--- src/rtl/gcm_pkg.sv ---
// Shared constants and types for the GCM block feeder and its byte packer.
package gcm_pkg;

  localparam int BLK_W         = 128;
  localparam int BYTES_PER_BLK = BLK_W / 8;

  typedef enum logic [1:0] {IDLE, FILL, ISSUE, DONE} feeder_state_t;

  typedef logic [63:0] gcm_len_t;

  // Width of a word-slot index; a single-word block still needs one bit.
  function automatic int fill_width(input int words);
    return (words > 1) ? $clog2(words) : 1;
  endfunction

endpackage

--- src/rtl/gcm_block_feeder_if.sv ---
// Byte-stream channel into the GCM block feeder (AAD section, then plaintext section).
interface gcm_block_feeder_if #(
  parameter int WORD_W = 32
) ();

  logic [WORD_W-1:0]   s_data;
  logic [WORD_W/8-1:0] s_keep;
  logic                s_aad;
  logic                s_last;
  logic                s_valid;
  logic                s_ready;

  modport master (
    output s_data, s_keep, s_aad, s_last, s_valid,
    input  s_ready
  );

  modport slave (
    input  s_data, s_keep, s_aad, s_last, s_valid,
    output s_ready
  );

endinterface

--- src/rtl/gcm_byte_packer.sv ---
// Merges one stream word into the block accumulator at the current word slot, zeroing unkept bytes.
// GCM_FEEDER_BYTESWAP_EN selects the byte-reversed layout; otherwise stream byte 0 lands in the MSBs.
module gcm_byte_packer
  import gcm_pkg::*;
#(
  parameter int WORD_W = 32,
  parameter int FILL_W = 2
) (
  input  logic [BLK_W-1:0]    i_acc,
  input  logic [FILL_W-1:0]   i_fill,
  input  logic [WORD_W-1:0]   i_data,
  input  logic [WORD_W/8-1:0] i_keep,
  output logic [BLK_W-1:0]    o_acc
);

  localparam int BPW = WORD_W / 8;

  always_comb begin
    o_acc = i_acc;
    for (int j = 0; j < BPW; j++) begin
`ifdef GCM_FEEDER_BYTESWAP_EN
      o_acc[8*(int'(i_fill)*BPW + j) +: 8] =
        i_keep[BPW-1-j] ? i_data[WORD_W-1-8*j -: 8] : 8'h00;
`else
      o_acc[BLK_W-1-8*(int'(i_fill)*BPW + j) -: 8] =
        i_keep[BPW-1-j] ? i_data[WORD_W-1-8*j -: 8] : 8'h00;
`endif
    end
  end

endmodule

--- src/rtl/gcm_block_feeder.sv ---
// Upstream stage of gcm_aes: packs AAD/plaintext words into 128-bit blocks, issues them one at a
// time and tracks section bit-lengths. Byte layout is set by GCM_FEEDER_BYTESWAP_EN (see packer).
module gcm_block_feeder
  import gcm_pkg::*;
#(
  parameter int WORD_W = 32
) (
  input  logic               clk,
  input  logic               rst,
  input  logic               i_start,
  input  logic [127:0]       i_cipher_key,
  input  logic [95:0]        i_iv,
  gcm_block_feeder_if.slave  s,
  output logic [127:0]       o_cipher_key,
  output logic [95:0]        o_iv,
  output logic [BLK_W-1:0]   o_block,
  output logic               o_new_instance,
  output logic               o_pt_instance,
  output logic               o_blk_valid,
  input  logic               i_core_ready,
  output gcm_len_t           o_aad_size,
  output gcm_len_t           o_plain_text_size,
  output logic               o_done
);

  localparam int WORDS  = BLK_W / WORD_W;
  localparam int FILL_W = fill_width(WORDS);

  feeder_state_t     r_state, w_next_state;
  logic [127:0]      r_key;
  logic [95:0]       r_iv;
  logic [BLK_W-1:0]  r_acc, r_block, w_packed;
  logic [FILL_W-1:0] r_fill;
  logic              r_first, r_sec_aad, r_last_pt, r_new_inst, r_pt_inst;
  gcm_len_t          r_aad_size, r_pt_size, w_add_bits;
  logic              w_s_ready, w_accept, w_switch, w_empty, w_close, w_fire, w_done;

  assign w_add_bits = gcm_len_t'($countones(s.s_keep)) << 3;
  assign w_accept   = s.s_valid && w_s_ready;
  // A section change with bytes pending flushes them first; the new word waits a round.
  assign w_switch   = s.s_valid && (r_fill != '0) && (s.s_aad != r_sec_aad);
  assign w_empty    = s.s_last && (s.s_keep == '0) && (r_fill == '0);
  assign w_close    = s.s_last || (r_fill == FILL_W'(WORDS - 1));
  assign w_fire     = (r_state == ISSUE) && i_core_ready;

  gcm_byte_packer #(
    .WORD_W (WORD_W),
    .FILL_W (FILL_W)
  ) u_packer (
    .i_acc  (r_acc),
    .i_fill (r_fill),
    .i_data (s.s_data),
    .i_keep (s.s_keep),
    .o_acc  (w_packed)
  );

  always_ff @(posedge clk) begin
    if (rst) r_state <= IDLE;
    else     r_state <= w_next_state;
  end

  always_comb begin
    w_next_state = r_state;
    w_s_ready    = 1'b0;
    w_done       = 1'b0;
    case (r_state)
      IDLE: if (i_start) w_next_state = FILL;
      FILL: begin
        w_s_ready = !w_switch;
        if (w_switch) begin
          w_next_state = ISSUE;
        end else if (s.s_valid) begin
          if (w_empty) begin
            if (!s.s_aad) w_next_state = DONE;
          end else if (w_close) begin
            w_next_state = ISSUE;
          end
        end
      end
      ISSUE: if (i_core_ready) w_next_state = r_last_pt ? DONE : FILL;
      DONE: begin
        w_done       = 1'b1;
        w_next_state = IDLE;
      end
      default: w_next_state = IDLE;
    endcase
  end

  always_ff @(posedge clk) begin
    if (rst) begin
      r_key      <= '0;
      r_iv       <= '0;
      r_acc      <= '0;
      r_block    <= '0;
      r_fill     <= '0;
      r_first    <= 1'b0;
      r_sec_aad  <= 1'b0;
      r_last_pt  <= 1'b0;
      r_new_inst <= 1'b0;
      r_pt_inst  <= 1'b0;
      r_aad_size <= '0;
      r_pt_size  <= '0;
    end else begin
      case (r_state)
        IDLE: if (i_start) begin
          r_key      <= i_cipher_key;
          r_iv       <= i_iv;
          r_aad_size <= '0;
          r_pt_size  <= '0;
          r_first    <= 1'b1;
          r_fill     <= '0;
          r_acc      <= '0;
          r_last_pt  <= 1'b0;
        end
        FILL: begin
          if (w_switch) begin
            r_fill    <= '0;
            r_last_pt <= 1'b0;
          end else if (w_accept) begin
            r_acc     <= w_packed;
            r_sec_aad <= s.s_aad;
            if (s.s_aad) r_aad_size <= r_aad_size + w_add_bits;
            else         r_pt_size  <= r_pt_size + w_add_bits;
            if (!w_empty) begin
              if (w_close) begin
                r_fill    <= '0;
                r_last_pt <= s.s_last && !s.s_aad;
              end else begin
                r_fill <= r_fill + 1'b1;
              end
            end
          end
        end
        ISSUE: if (i_core_ready) begin
          r_block    <= r_acc;
          r_new_inst <= r_first;
          r_pt_inst  <= !r_sec_aad;
          r_first    <= 1'b0;
          r_acc      <= '0;
        end
        default: ;
      endcase
    end
  end

  // The issued block and its flags show combinationally on the strobe cycle, then stay registered.
  assign o_block           = w_fire ? r_acc : r_block;
  assign o_new_instance    = w_fire ? r_first : r_new_inst;
  assign o_pt_instance     = w_fire ? !r_sec_aad : r_pt_inst;
  assign o_blk_valid       = w_fire;
  assign o_done            = w_done;
  assign o_cipher_key      = r_key;
  assign o_iv              = r_iv;
  assign o_aad_size        = r_aad_size;
  assign o_plain_text_size = r_pt_size;
  assign s.s_ready         = w_s_ready;

endmodule

--- src/flat_wrapper.sv ---
// flat-port wrapper written by rule: the top's interface ports become plain ports
module gcm_block_feeder_flat import gcm_pkg::*;
#(
  parameter int WORD_W = 32
)
  (clk, rst, i_start, i_cipher_key, i_iv, o_cipher_key, o_iv, o_block, o_new_instance, o_pt_instance, o_blk_valid, i_core_ready, o_aad_size, o_plain_text_size, o_done, s_s_data, s_s_keep, s_s_aad, s_s_last, s_s_valid, s_s_ready);
  gcm_block_feeder_if #(.WORD_W(WORD_W)) s_i ();
  input  logic clk;
  input  logic rst;
  input  logic i_start;
  input  logic [127:0] i_cipher_key;
  input  logic [95:0] i_iv;
  output logic [127:0] o_cipher_key;
  output logic [95:0] o_iv;
  output logic [BLK_W-1:0] o_block;
  output logic o_new_instance;
  output logic o_pt_instance;
  output logic o_blk_valid;
  input  logic i_core_ready;
  output gcm_len_t o_aad_size;
  output gcm_len_t o_plain_text_size;
  output logic o_done;
  input wire logic [$bits(s_i.s_data)-1:0] s_s_data;
  input wire logic [$bits(s_i.s_keep)-1:0] s_s_keep;
  input wire logic [$bits(s_i.s_aad)-1:0] s_s_aad;
  input wire logic [$bits(s_i.s_last)-1:0] s_s_last;
  input wire logic [$bits(s_i.s_valid)-1:0] s_s_valid;
  output wire logic [$bits(s_i.s_ready)-1:0] s_s_ready;
  assign s_i.s_data = s_s_data;
  assign s_i.s_keep = s_s_keep;
  assign s_i.s_aad = s_s_aad;
  assign s_i.s_last = s_s_last;
  assign s_i.s_valid = s_s_valid;
  assign s_s_ready = s_i.s_ready;
  gcm_block_feeder #(.WORD_W(WORD_W)) u_core (.clk(clk), .rst(rst), .i_start(i_start), .i_cipher_key(i_cipher_key), .i_iv(i_iv), .s(s_i), .o_cipher_key(o_cipher_key), .o_iv(o_iv), .o_block(o_block), .o_new_instance(o_new_instance), .o_pt_instance(o_pt_instance), .o_blk_valid(o_blk_valid), .i_core_ready(i_core_ready), .o_aad_size(o_aad_size), .o_plain_text_size(o_plain_text_size), .o_done(o_done));
endmodule
--- config.mk ---
export PLATFORM = sky130hd
export DESIGN_NAME = gcm_block_feeder_flat
export DESIGN_NICKNAME = d
export VERILOG_FILES = /design/src/rtl/gcm_pkg.sv /design/src/rtl/gcm_block_feeder_if.sv /design/src/rtl/gcm_byte_packer.sv /design/src/rtl/gcm_block_feeder.sv /design/src/flat_wrapper.sv
export SDC_FILE = /design/constraint.sdc
export NUM_CORES = 1
export LEC_CHECK = 0
export ABC_AREA = 1
export CORE_AREA = 2 2 289 291
export DETAILED_ROUTE_END_ITERATION = 10
export DIE_AREA = 0 0 291 293
export GPL_TIMING_DRIVEN = 0
export HOLD_SLACK_MARGIN = 0.02
export PLACE_DENSITY = 0.58
export SLEW_MARGIN = 10
export SYNTH_ARGS = -nofsm -noshare
export SYNTH_HDL_FRONTEND = slang
export SYNTH_HIERARCHICAL = 1
export SYNTH_SLANG_ARGS = --single-unit
--- constraint.sdc ---
create_clock -name clk -period 3.45 [get_ports clk]
set_input_delay 0.69 -clock clk [delete_from_list [all_inputs] [get_ports clk]]
set_output_delay 0.69 -clock clk [all_outputs]
set_load 0.02 [all_outputs]
* Yosys cells after proc, flatten, opt, wreduce, memory -nomap -nowiden
Cells that the tools add are included.
** Word-level totals
- Register bits after elaboration :: 617
- Input bits :: 267
- Output and inout bits :: 485
- Word-level logic and storage cells :: 135
** Cells by class
- Add/sub/neg operators :: 17
- Equal/unequal tests :: 17
- Shifts and indexed selects :: 8
- Muxes and demuxes :: 51
- Bitwise logic cells :: 1
- Reduce and logical (&&, ||, !) cells :: 28
** Operators with widths (number)
- $mux W128 :: 5
- $shift A8 B33 Y135 const A :: 4
- $shiftx A8 B33 Y135 :: 4
- $bwmux W128 :: 4
- $mux W64 :: 7
- $pmux W128 S3 :: 1
- $pmux W64 S2 :: 2
- $add A64 B64 Y64 :: 2
- $neg A9 Y33 :: 3
- $neg A8 Y33 :: 1
- $add A32 B32 Y32 :: 1
- $mux W8 :: 4
- $sub A7 B8 Y9 const A :: 3
- $mux W2 :: 13
- $reduce_and A5 Y1 :: 5
- $mux W1 :: 11
- $add A4 B2 Y5 const B :: 2
- $ne A2 B2 Y1 const B :: 5
- $pmux W2 S4 :: 1
- $sub A7 B7 Y8 const A :: 1
- $logic_and A1 B1 Y1 :: 7
- $eq A2 B2 Y1 const B :: 3
- $ne A3 B1 Y1 const B :: 2
- $ne A3 B2 Y1 const B :: 2
- other kinds (20) :: 29

* Logic depth before layout (Yosys ltp)
Gate-level depths: netlist (run 1).
- Word-level depth :: 10
- Mapped depth :: 15

* Hierarchy
The synthesis (run 1) kept the hierarchy.
** Modules (own cells, without submodules)
- gcm_block_feeder :: instances 1, cells an instance 3761, area each 26280.2 µm², sequential area each 12231.7 µm²
- gcm_byte_packer :: instances 1, cells an instance 453, area each 1803.0 µm², sequential area each 0.0 µm²

* Least setup slack after synthesis (run 1)
OpenSTA, ideal clock, no wires.
- Path type :: input to register
- Start :: input port s_s_keep[0]
- End :: register u_core.r_aad_size[47] (netlist: u_core/o_aad_size[47])
- Setup time :: 116 ps
- Arrival :: 3081 ps
- Setup slack :: 253 ps
- Stages on the path :: 14
- Path through :: fa_1 > ha_1 > ha_1 > inv_1 > fa_1 > inv_1 > nand4_1 > nand2_1 > nand2_1 > nor2_1 > buf_2 > nand3_1 > o21ai_0 > nor2_1
** On the way
- Cells in the longest elaborated chain, start to end :: 7
** Ends and longest elaborated chain
- start, declared :: RTL line flat_wrapper.sv:24 : input wire logic [$bits(s_i.s_keep)-1:0] s_s_keep;
- $add A1 B1 Y2 (not written as such) :: RTL line gcm_block_feeder.sv:38 : assign w_add_bits = gcm_len_t'($countones(s.s_keep)) << 3;
- $add A32 B32 Y32 (not written as such) :: RTL line gcm_block_feeder.sv:38
- $add A64 B64 Y64 :: RTL line gcm_block_feeder.sv:122 : if (s.s_aad) r_aad_size <= r_aad_size + w_add_bits;
- $mux W64 :: RTL line gcm_block_feeder.sv:122
- $mux W64 :: RTL line gcm_block_feeder.sv:119 : end else if (w_accept) begin
- $mux W64 :: RTL line gcm_block_feeder.sv:116 : if (w_switch) begin
- $pmux W64 S2 :: RTL line gcm_block_feeder.sv:104 : case (r_state)
- end signal, assigned :: RTL line gcm_block_feeder.sv:122
- end, declared :: RTL line gcm_block_feeder.sv:35 : gcm_len_t r_aad_size, r_pt_size, w_add_bits;
No other way between the ends. The select of a mux whose other input is x is not followed.
A chain may end at the register's enable or synchronous reset.

* Final worst setup path (run 1)
- Start :: input port i_core_ready
- End :: output port o_new_instance
** On the way
- Cells in the longest elaborated chain, start to end :: 2
** Ends and longest elaborated chain
- start, declared :: RTL line flat_wrapper.sv:19 : input logic i_core_ready;
- $logic_and A1 B1 Y1 :: RTL line gcm_block_feeder.sv:44 : assign w_fire = (r_state == ISSUE) && i_core_ready;
- $mux W1 :: RTL line gcm_block_feeder.sv:148 : assign o_new_instance = w_fire ? r_first : r_new_inst;
- end, declared :: RTL line flat_wrapper.sv:16 : output logic o_new_instance;
No other way between the ends.

==> flow_metrics.py, run 1 <==
metrics = {
    "floorplan": {
        "rows": 105,
        "design.die.area_um2": 85260,
        "die-width_um": 291,
        "floorplan.io_pins": 752,
        "floorplan.initialDensity": 0.3431,
        "dieHeight_um": 293,
        "placeableCoreArea_um2": 81850,
    },
    "setup_path": {
        "timing.critical_path.from_type": "primary input",
        "worst_path_largest_cell_delay_ns": 0.45,
        "worst-endpoint-required_ns": 2.76,
        "cpMaxStageDelayCell": "sky130_fd_sc_hd__clkdlybuf4s50_1",
        "cp.arrival_ns": 2.71,
        "timing.critical_path.fanout_max": 10,
        "crit-reg2reg-launch": "u_core/r_state[0]$_SDFFE_PP0P_",
        "startpoint": "i_core_ready",
        "critical_path.n_buffers_inverters": 7,
        "critPathTopFamily": "buffers and inverters",
        "crit_type": "primary input to output pin",
        "endpoint_kind": "output pin",
        "critical_path.cell_chain": "clkdlybuf4s50_1 -> inv_1 -> nor3_4 -> buf_12 -> buf_6 -> clkbuf_8 -> or2_2 -> inv_1 -> a21oi_4 -> clkdlybuf4s15_2",
        "worst_path_most_repeated_cell": "sky130_fd_sc_hd__inv_1",
    },
    "route": {
        "route.detailed.vias_per_inst": 4.878,
        "route.final.wire_length_um": 130300,
        "routed_via_count": 30128,
        "drt.antenna.violating_nets": 0,
        "routed_wire_length_per_instance_um": 21.10,
        "dr.pass1.iters": 6,
        "detail_route.drc_violations": 0,
        "drt-initial-drc-count": 2525,
    },
    "placement": {
        "dp.final_hpwl_um": 103500,
        "post_dp_cell_area_um2": 36890,
        "place.port_buffers": 744,
        "globalplace.congestion": 1.020,
    },
    "logic_synthesis": {
        "synth.yosys.seq_area_share": 0.4356,
        "yosys-top-cells-area": "sky130_fd_sc_hd__dfxtp_1 (44%), sky130_fd_sc_hd__nand2_1 (13%), sky130_fd_sc_hd__nor2_1 (10%), sky130_fd_sc_hd__inv_1 (6.9%), sky130_fd_sc_hd__a21oi_1 (5.6%)",
        "synth-seq-cells": 611,
        "synthArstFlopShare": 0,
        "synth_top_cell_area_share": 0.4356,
        "post_synth_num_cell_types": 36,
        "synth_top_flop_cell": "sky130_fd_sc_hd__dfxtp_1",
        "yosys-top-cells-count": "sky130_fd_sc_hd__nand2_1 (990), sky130_fd_sc_hd__nor2_1 (746), sky130_fd_sc_hd__dfxtp_1 (611), sky130_fd_sc_hd__inv_1 (515), sky130_fd_sc_hd__a21oi_1 (314)",
        "syn_avg_cell_area_um2": 6.664,
        "synth.largest_area_cell": "sky130_fd_sc_hd__dfxtp_1",
        "synth-warning-count": 6,
        "synthesis.area_um2": 28080,
        "cell_with_the_most_instances_after_synthesis": "sky130_fd_sc_hd__nand2_1",
        "synth_enable_flop_cells": 0,
        "post_syn_instances": 4214,
    },
    "timing": {
        "highest_clock_rate_mhz": 294.5,
        "finalCriticalPeriod_ns": 3.396,
        "slew_violations": 0,
        "setup_tns_ns": 0,
        "rsz0062_at_grt": "yes",
        "timing.hold.ws_ns": 0.4635,
        "final.setup_skew_ns": 0.01408,
        "timing.final.setup_violations": 0,
        "tightest_slew_ns": 1.226,
        "timing.final.hold_violations": 0,
        "max-slew-margin-rel": 0.1737,
        "final.period_utilization": 0.9843,
    },
    "global_route": {
        "global_route.usage.total": 0.2929,
        "first_global_vias": 27727,
        "grt_overflow_total": 0,
        "grt_start_max_net_pins": 13,
        "initial_antenna_violation_count": 16,
        "first_pass_grt_wire_length_um": 186500,
    },
    "layout": {
        "final_nets": 5320,
        "seqCellArea_um2": 12230,
        "area_growth_synth_to_finish_pct": 40.53,
        "final_layout_size_suffix_gt1_frac": 0.08618,
        "postLayoutCoreUtil": 0.4822,
        "finish.instance_area_um2": 39470,
        "multiInputGateArea_um2": 13070,
        "fill_cells": 8459,
    },
    "clock_network": {
        "num_cts_buffers": 74,
        "clock_pin_slew_of_the_registers_on_the_worst_case_setup_and_hold_paths_ns": 0.05,
        "cts.hold.buffers_added": 0,
        "clockRootBuffer": "sky130_fd_sc_hd__clkbuf_16",
        "cts_tree": "yes",
        "h_tree_level_count": 3,
        "insertion_delay_ns": 0.61,
        "clock_path_buffers": 3,
        "numClockSinks": 611,
    },
    "run": {
        "cap_violations": 0,
    },
    "power": {
        "pwr_cell_area_nw_per_um2": 558.6,
        "vdd_ir_drop_max_mv": 0.3611,
        "leakagePower_nw": 16.12,
    },
    "hold_path": {
        "min-delay-start": "u_core/r_first$_SDFFE_PP0P_",
        "hold_path.class": "register to register",
    },
    "outcome": {
        "status": "finished clean",
    },
}
## registers in the layout, indices dropped and copies added, names as in the netlist, 2 cells and up
name	flops
u_core/o_aad_size	61
u_core/o_cipher_key	128
u_core/o_iv	96
u_core/o_plain_text_size	61
u_core/r_acc	128
u_core/r_block	128
u_core/r_fill	2
u_core/r_state	2
## stage by stage
step	worst slack (ns)	instances	power (mW)
6_report	0.05426	6176	22.05
4_1_cts	-0.003424	6165	22.19
3_5_place_dp	-1.477	6033	14.17
3_3_place_gp	-1.518	6033	14.17
2_1_floorplan	0.2532	4219	11.19
5_1_grt	-0.0001368	6169	22.97
## path summary, 6_finish.rpt
check	cells past startpoint	slack, ns	end
setup / recovery	10	0.05	o_new_instance
hold / removal	2	0.46	u_core/r_first$_SDFFE_PP0P_
setup reg to reg	7	0.47	u_core/o_cipher_key[110]$_SDFFE_PP0P_
hold reg to reg	2	0.46	u_core/r_first$_SDFFE_PP0P_
## where the power goes
group / switching (mW) / internal (mW)
registers: 0.411 / 7.65
logic: 3.77 / 2.15
clock network: 3.21 / 4.85
## logic make-up after synthesis
group	share of synthesized area
simple gates	0.3051
compound gates	0.1485
buf+inv	0.1042
flops	0.4356
fa+ha+maj	0.006594
other cells	0.0001335
## per-layer routing
| layer | track usage | vias up | routed length [µm] | share of wire |
|---|---|---|---|---|
| li1 | - | 14891 | - | - |
| met1 | 0.3705 | 13856 | 54490 | 0.42 |
| met2 | 0.4792 | 1178 | 60090 | 0.46 |
| met3 | 0.07360 | 193 | 10930 | 0.084 |
| met4 | 0.1136 | 10 | 4732 | 0.036 |
| met5 | 0 | - | 68 | 0.00052 |
## final cells by class
class / count / area share
multi-input combinational: 2864 / 0.3313
sequential: 611 / 0.3099
timing repair buffer: 746 / 0.1845
clock buffer: 112 / 0.05589
inverter: 518 / 0.04927
tap: 1070 / 0.03392
buffer: 225 / 0.02787
clock inverter: 18 / 0.006531
antenna: 12 / 0.0007609
## worst register-to-register path, cell delays in order, from the launching register on
cell and delay [ns]:
sky130_fd_sc_hd__dfxtp_1 0.39, sky130_fd_sc_hd__nor2_1 0.24, sky130_fd_sc_hd__nand2_1 0.10, sky130_fd_sc_hd__buf_2 0.25, sky130_fd_sc_hd__clkbuf_1 0.42, sky130_fd_sc_hd__clkbuf_1 0.33
sky130_fd_sc_hd__o21ai_0 1.00, sky130_fd_sc_hd__nor2_1 0.09
## what timing repair did
| item | CTS | global route |
|---|---|---|
| pin swaps | 1 | 0 |
| resized for setup | 260 | 82 |
| buffers inserted | 2 | 0 |
| setup endpoints to repair | 192 | 126 |
## cells in the final DEF (no fill, tap or decap), types with 7 or more instances in the layout
master / Yosys / final
sky130_fd_sc_hd__buf_1: 10 / 10
sky130_fd_sc_hd__diode_2: 0 / 12
sky130_fd_sc_hd__o21ai_0: 304 / 304
sky130_fd_sc_hd__a211oi_1: 131 / 131
sky130_fd_sc_hd__inv_1: 515 / 515
sky130_fd_sc_hd__clkinv_2: 0 / 7
sky130_fd_sc_hd__nor2_4: 7 / 10
sky130_fd_sc_hd__clkbuf_16: 0 / 75
sky130_fd_sc_hd__buf_2: 56 / 54
sky130_fd_sc_hd__buf_4: 15 / 20
sky130_fd_sc_hd__a21oi_1: 314 / 295
sky130_fd_sc_hd__clkbuf_1: 144 / 135
sky130_fd_sc_hd__clkbuf_4: 0 / 14
sky130_fd_sc_hd__nor2_1: 746 / 744
sky130_fd_sc_hd__nand4_1: 36 / 36
sky130_fd_sc_hd__clkdlybuf4s50_1: 0 / 610
sky130_fd_sc_hd__nand3_1: 107 / 107
sky130_fd_sc_hd__nor3_1: 33 / 33
sky130_fd_sc_hd__clkdlybuf4s15_1: 0 / 11
sky130_fd_sc_hd__clkbuf_8: 0 / 21
sky130_fd_sc_hd__nand3b_1: 7 / 7
sky130_fd_sc_hd__clkbuf_2: 0 / 31
sky130_fd_sc_hd__clkdlybuf4s15_2: 0 / 24
sky130_fd_sc_hd__ha_1: 10 / 10
sky130_fd_sc_hd__dfxtp_1: 611 / 611
sky130_fd_sc_hd__nand2_1: 990 / 989
sky130_fd_sc_hd__a21oi_2: 0 / 15
sky130_fd_sc_hd__dlygate4sd2_1: 0 / 73
sky130_fd_sc_hd__or2_2: 132 / 132
(Power assumes the default switching activity.)
==> inputs of run 2 (changes only) <==
- PLACE_DENSITY: 0.58 -> unset
- SKIP_CTS_REPAIR_TIMING: unset -> 1
==> run 2 against run 1 <==
Compared with the run above: the run now ends with setup timing left; flip-flop and latch count unchanged; largest cell class unchanged; first-iteration DRC count about the same; global-route usage rose by 1.1 points; power is 0.94% higher; non-clock buffer count did not move; largest power group is now clock; combinational power is 2% higher; clock-buffer cell count fell by 13; clock power rose by 1%.
==> flow_metrics.py, run 2 (synthesized netlist as in run 1, its figures left out) <==
metrics = {
    "clock_network": {
        "num_cts_buffers": 73,
        "h_tree_level_count": 3,
        "clock_pin_slew_of_the_registers_on_the_worst_case_setup_and_hold_paths_ns": 0.06,
        "numClockSinks": 611,
        "clock_path_buffers": 3,
        "clockRootBuffer": "sky130_fd_sc_hd__clkbuf_16",
        "cts_tree": "yes",
        "insertion_delay_ns": 0.61,
    },
    "route": {
        "route.detailed.vias_per_inst": 4.891,
        "dr.pass1.iters": 6,
        "detail_route.drc_violations": 0,
        "route.final.wire_length_um": 134300,
        "routed_via_count": 30206,
        "routed_wire_length_per_instance_um": 21.74,
        "drt.antenna.violating_nets": 0,
        "drt-initial-drc-count": 2523,
    },
    "placement": {
        "post-place-cells": 6033,
        "globalplace.congestion": 1.016,
        "dp.final_hpwl_um": 107500,
        "place.port_buffers": 744,
    },
    "layout": {
        "final_cell_count_without_fillers": 6176,
        "postLayoutCoreUtil": 0.4862,
        "multiInputGateArea_um2": 13060,
        "seqCellArea_um2": 12230,
        "mostFrequentLayoutCell": "sky130_fd_sc_hd__nand2_1",
        "final_layout_size_suffix_gt1_frac": 0.08265,
        "layout_common_cells": "sky130_fd_sc_hd__nand2_1 (990), sky130_fd_sc_hd__nor2_1 (744), sky130_fd_sc_hd__clkdlybuf4s50_1 (611), sky130_fd_sc_hd__dfxtp_1 (610), sky130_fd_sc_hd__inv_1 (515)",
        "area_growth_synth_to_finish_pct": 41.69,
        "fill_cells": 8430,
        "final_nets": 5319,
    },
    "setup_path": {
        "endpoint_kind": "output pin",
        "cp.arrival_ns": 2.95,
        "worst-endpoint-required_ns": 2.76,
        "crit_type": "primary input to output pin",
        "timing.critical_path.fanout_max": 10,
        "timing.critical_path.from_type": "primary input",
    },
    "floorplan": {
        "rows": 105,
        "dieHeight_um": 293,
        "die-width_um": 291,
        "floorplan.initialDensity": 0.3431,
        "placeableCoreArea_um2": 81850,
        "floorplan.io_pins": 752,
        "design.die.area_um2": 85260,
    },
    "global_route": {
        "first_global_vias": 28599,
        "global_route.usage.total": 0.3040,
        "grt_start_max_net_pins": 14,
        "first_pass_grt_wire_length_um": 192600,
        "grt_overflow_total": 0,
        "initial_antenna_violation_count": 21,
    },
    "run": {
        "cap_violations": 0,
    },
    "outcome": {
        "status": "complete, but fails checks",
        "failed_checks": "setup timing",
    },
    "timing": {
        "final.period_utilization": 1.056,
        "highest_clock_rate_mhz": 274.4,
        "finalCriticalPeriod_ns": 3.644,
        "timing.final.hold_violations": 0,
        "final.setup.worst_slack_ns": -0.1939,
        "rsz0062_at_grt": "yes",
        "tightest_slew_ns": 1.102,
        "timing.final.setup_violations": 1,
        "final.setup_skew_ns": 0.02221,
        "max-slew-margin-rel": 0.2576,
        "slew_violations": 0,
    },
    "power": {
        "power.total_mw": 22.25,
        "swShare": 0.3358,
        "clock_power_share": 0.366,
        "comb_power_share": 0.272,
        "leakagePower_nw": 17.75,
        "pwr_cell_area_nw_per_um2": 559.2,
        "intPower_mw": 14.78,
        "netSwitchingPower_mw": 7.472,
        "share_seq_of_total_power": 0.362,
        "vdd_ir_drop_max_mv": 0.4192,
    },
    "hold_path": {
        "hold_path.class": "register to register",
    },
}
-- run 2: layout make-up --
type                    count  share of cell area
multi-input cells        2864              0.3282
clock inverters            31             0.01022
well taps                1070             0.03364
inverters                 518             0.04886
repair buffers            745              0.1919
diodes                     12           0.0007546
plain buffers             226             0.02663
flip-flops and latches    611              0.3074
clock buffers              99             0.05242
-- run 2: worst max-delay path, stage by stage --
cell,delay (ns)
sky130_fd_sc_hd__clkdlybuf4s50_1,0.46
sky130_fd_sc_hd__inv_1,0.07
sky130_fd_sc_hd__nor3_4,0.20
sky130_fd_sc_hd__buf_12,0.15
sky130_fd_sc_hd__buf_2,0.22
sky130_fd_sc_hd__buf_6,0.21
sky130_fd_sc_hd__clkbuf_4,0.24
sky130_fd_sc_hd__a21oi_1,0.09
sky130_fd_sc_hd__clkdlybuf4s50_1,0.61
-- run 2: per-layer routing --
metal,track usage,up-vias,part of all wire
met1,0.3767,13916,0.41
met5,0,-,0.00051
met4,0.1247,10,0.040
met3,0.07186,230,0.078
met2,0.5074,1168,0.47
li1,-,14882,-
-- run 2: worst paths after layout --
kind	slack [ns]	to	startpoint	depth (start not counted)
setup / recovery	-0.19	o_block[107]	i_core_ready	9
hold / removal	0.47	u_core/r_first$_SDFFE_PP0P_	u_core/r_first$_SDFFE_PP0P_	2
setup reg to reg	0.54	u_core/o_iv[58]$_SDFFE_PP0P_	u_core/r_state[0]$_SDFFE_PP0P_	7
hold reg to reg	0.47	u_core/r_first$_SDFFE_PP0P_	u_core/r_first$_SDFFE_PP0P_	2
-- run 2: power groups by stage --
stage	combinational [mW]	clock (mW)	sequential, mW
after floorplan	2.58	0	8.61
after global placement	6.05	0	8.17
after detailed placement	6.04	0	8.18
after CTS	6.07	8.29	8.04
after global routing	6.50	8.58	8.11
final	6.05	8.15	8.05
-- run 2: per-stage QoR --
stage	TNS, ns	hold WS (ns)	area, µm²	setup slack (ns)
floorplan	0	0.4411	28100	0.2532
global placement	-239.54	0.4527	36890	-1.532
detailed placement	-249.06	0.4619	36890	-1.593
CTS	-177.10	0.4767	39380	-1.594
global route	-0.3184	0.4929	39780	-0.2842
finish	-0.1939	0.4749	39790	-0.1939
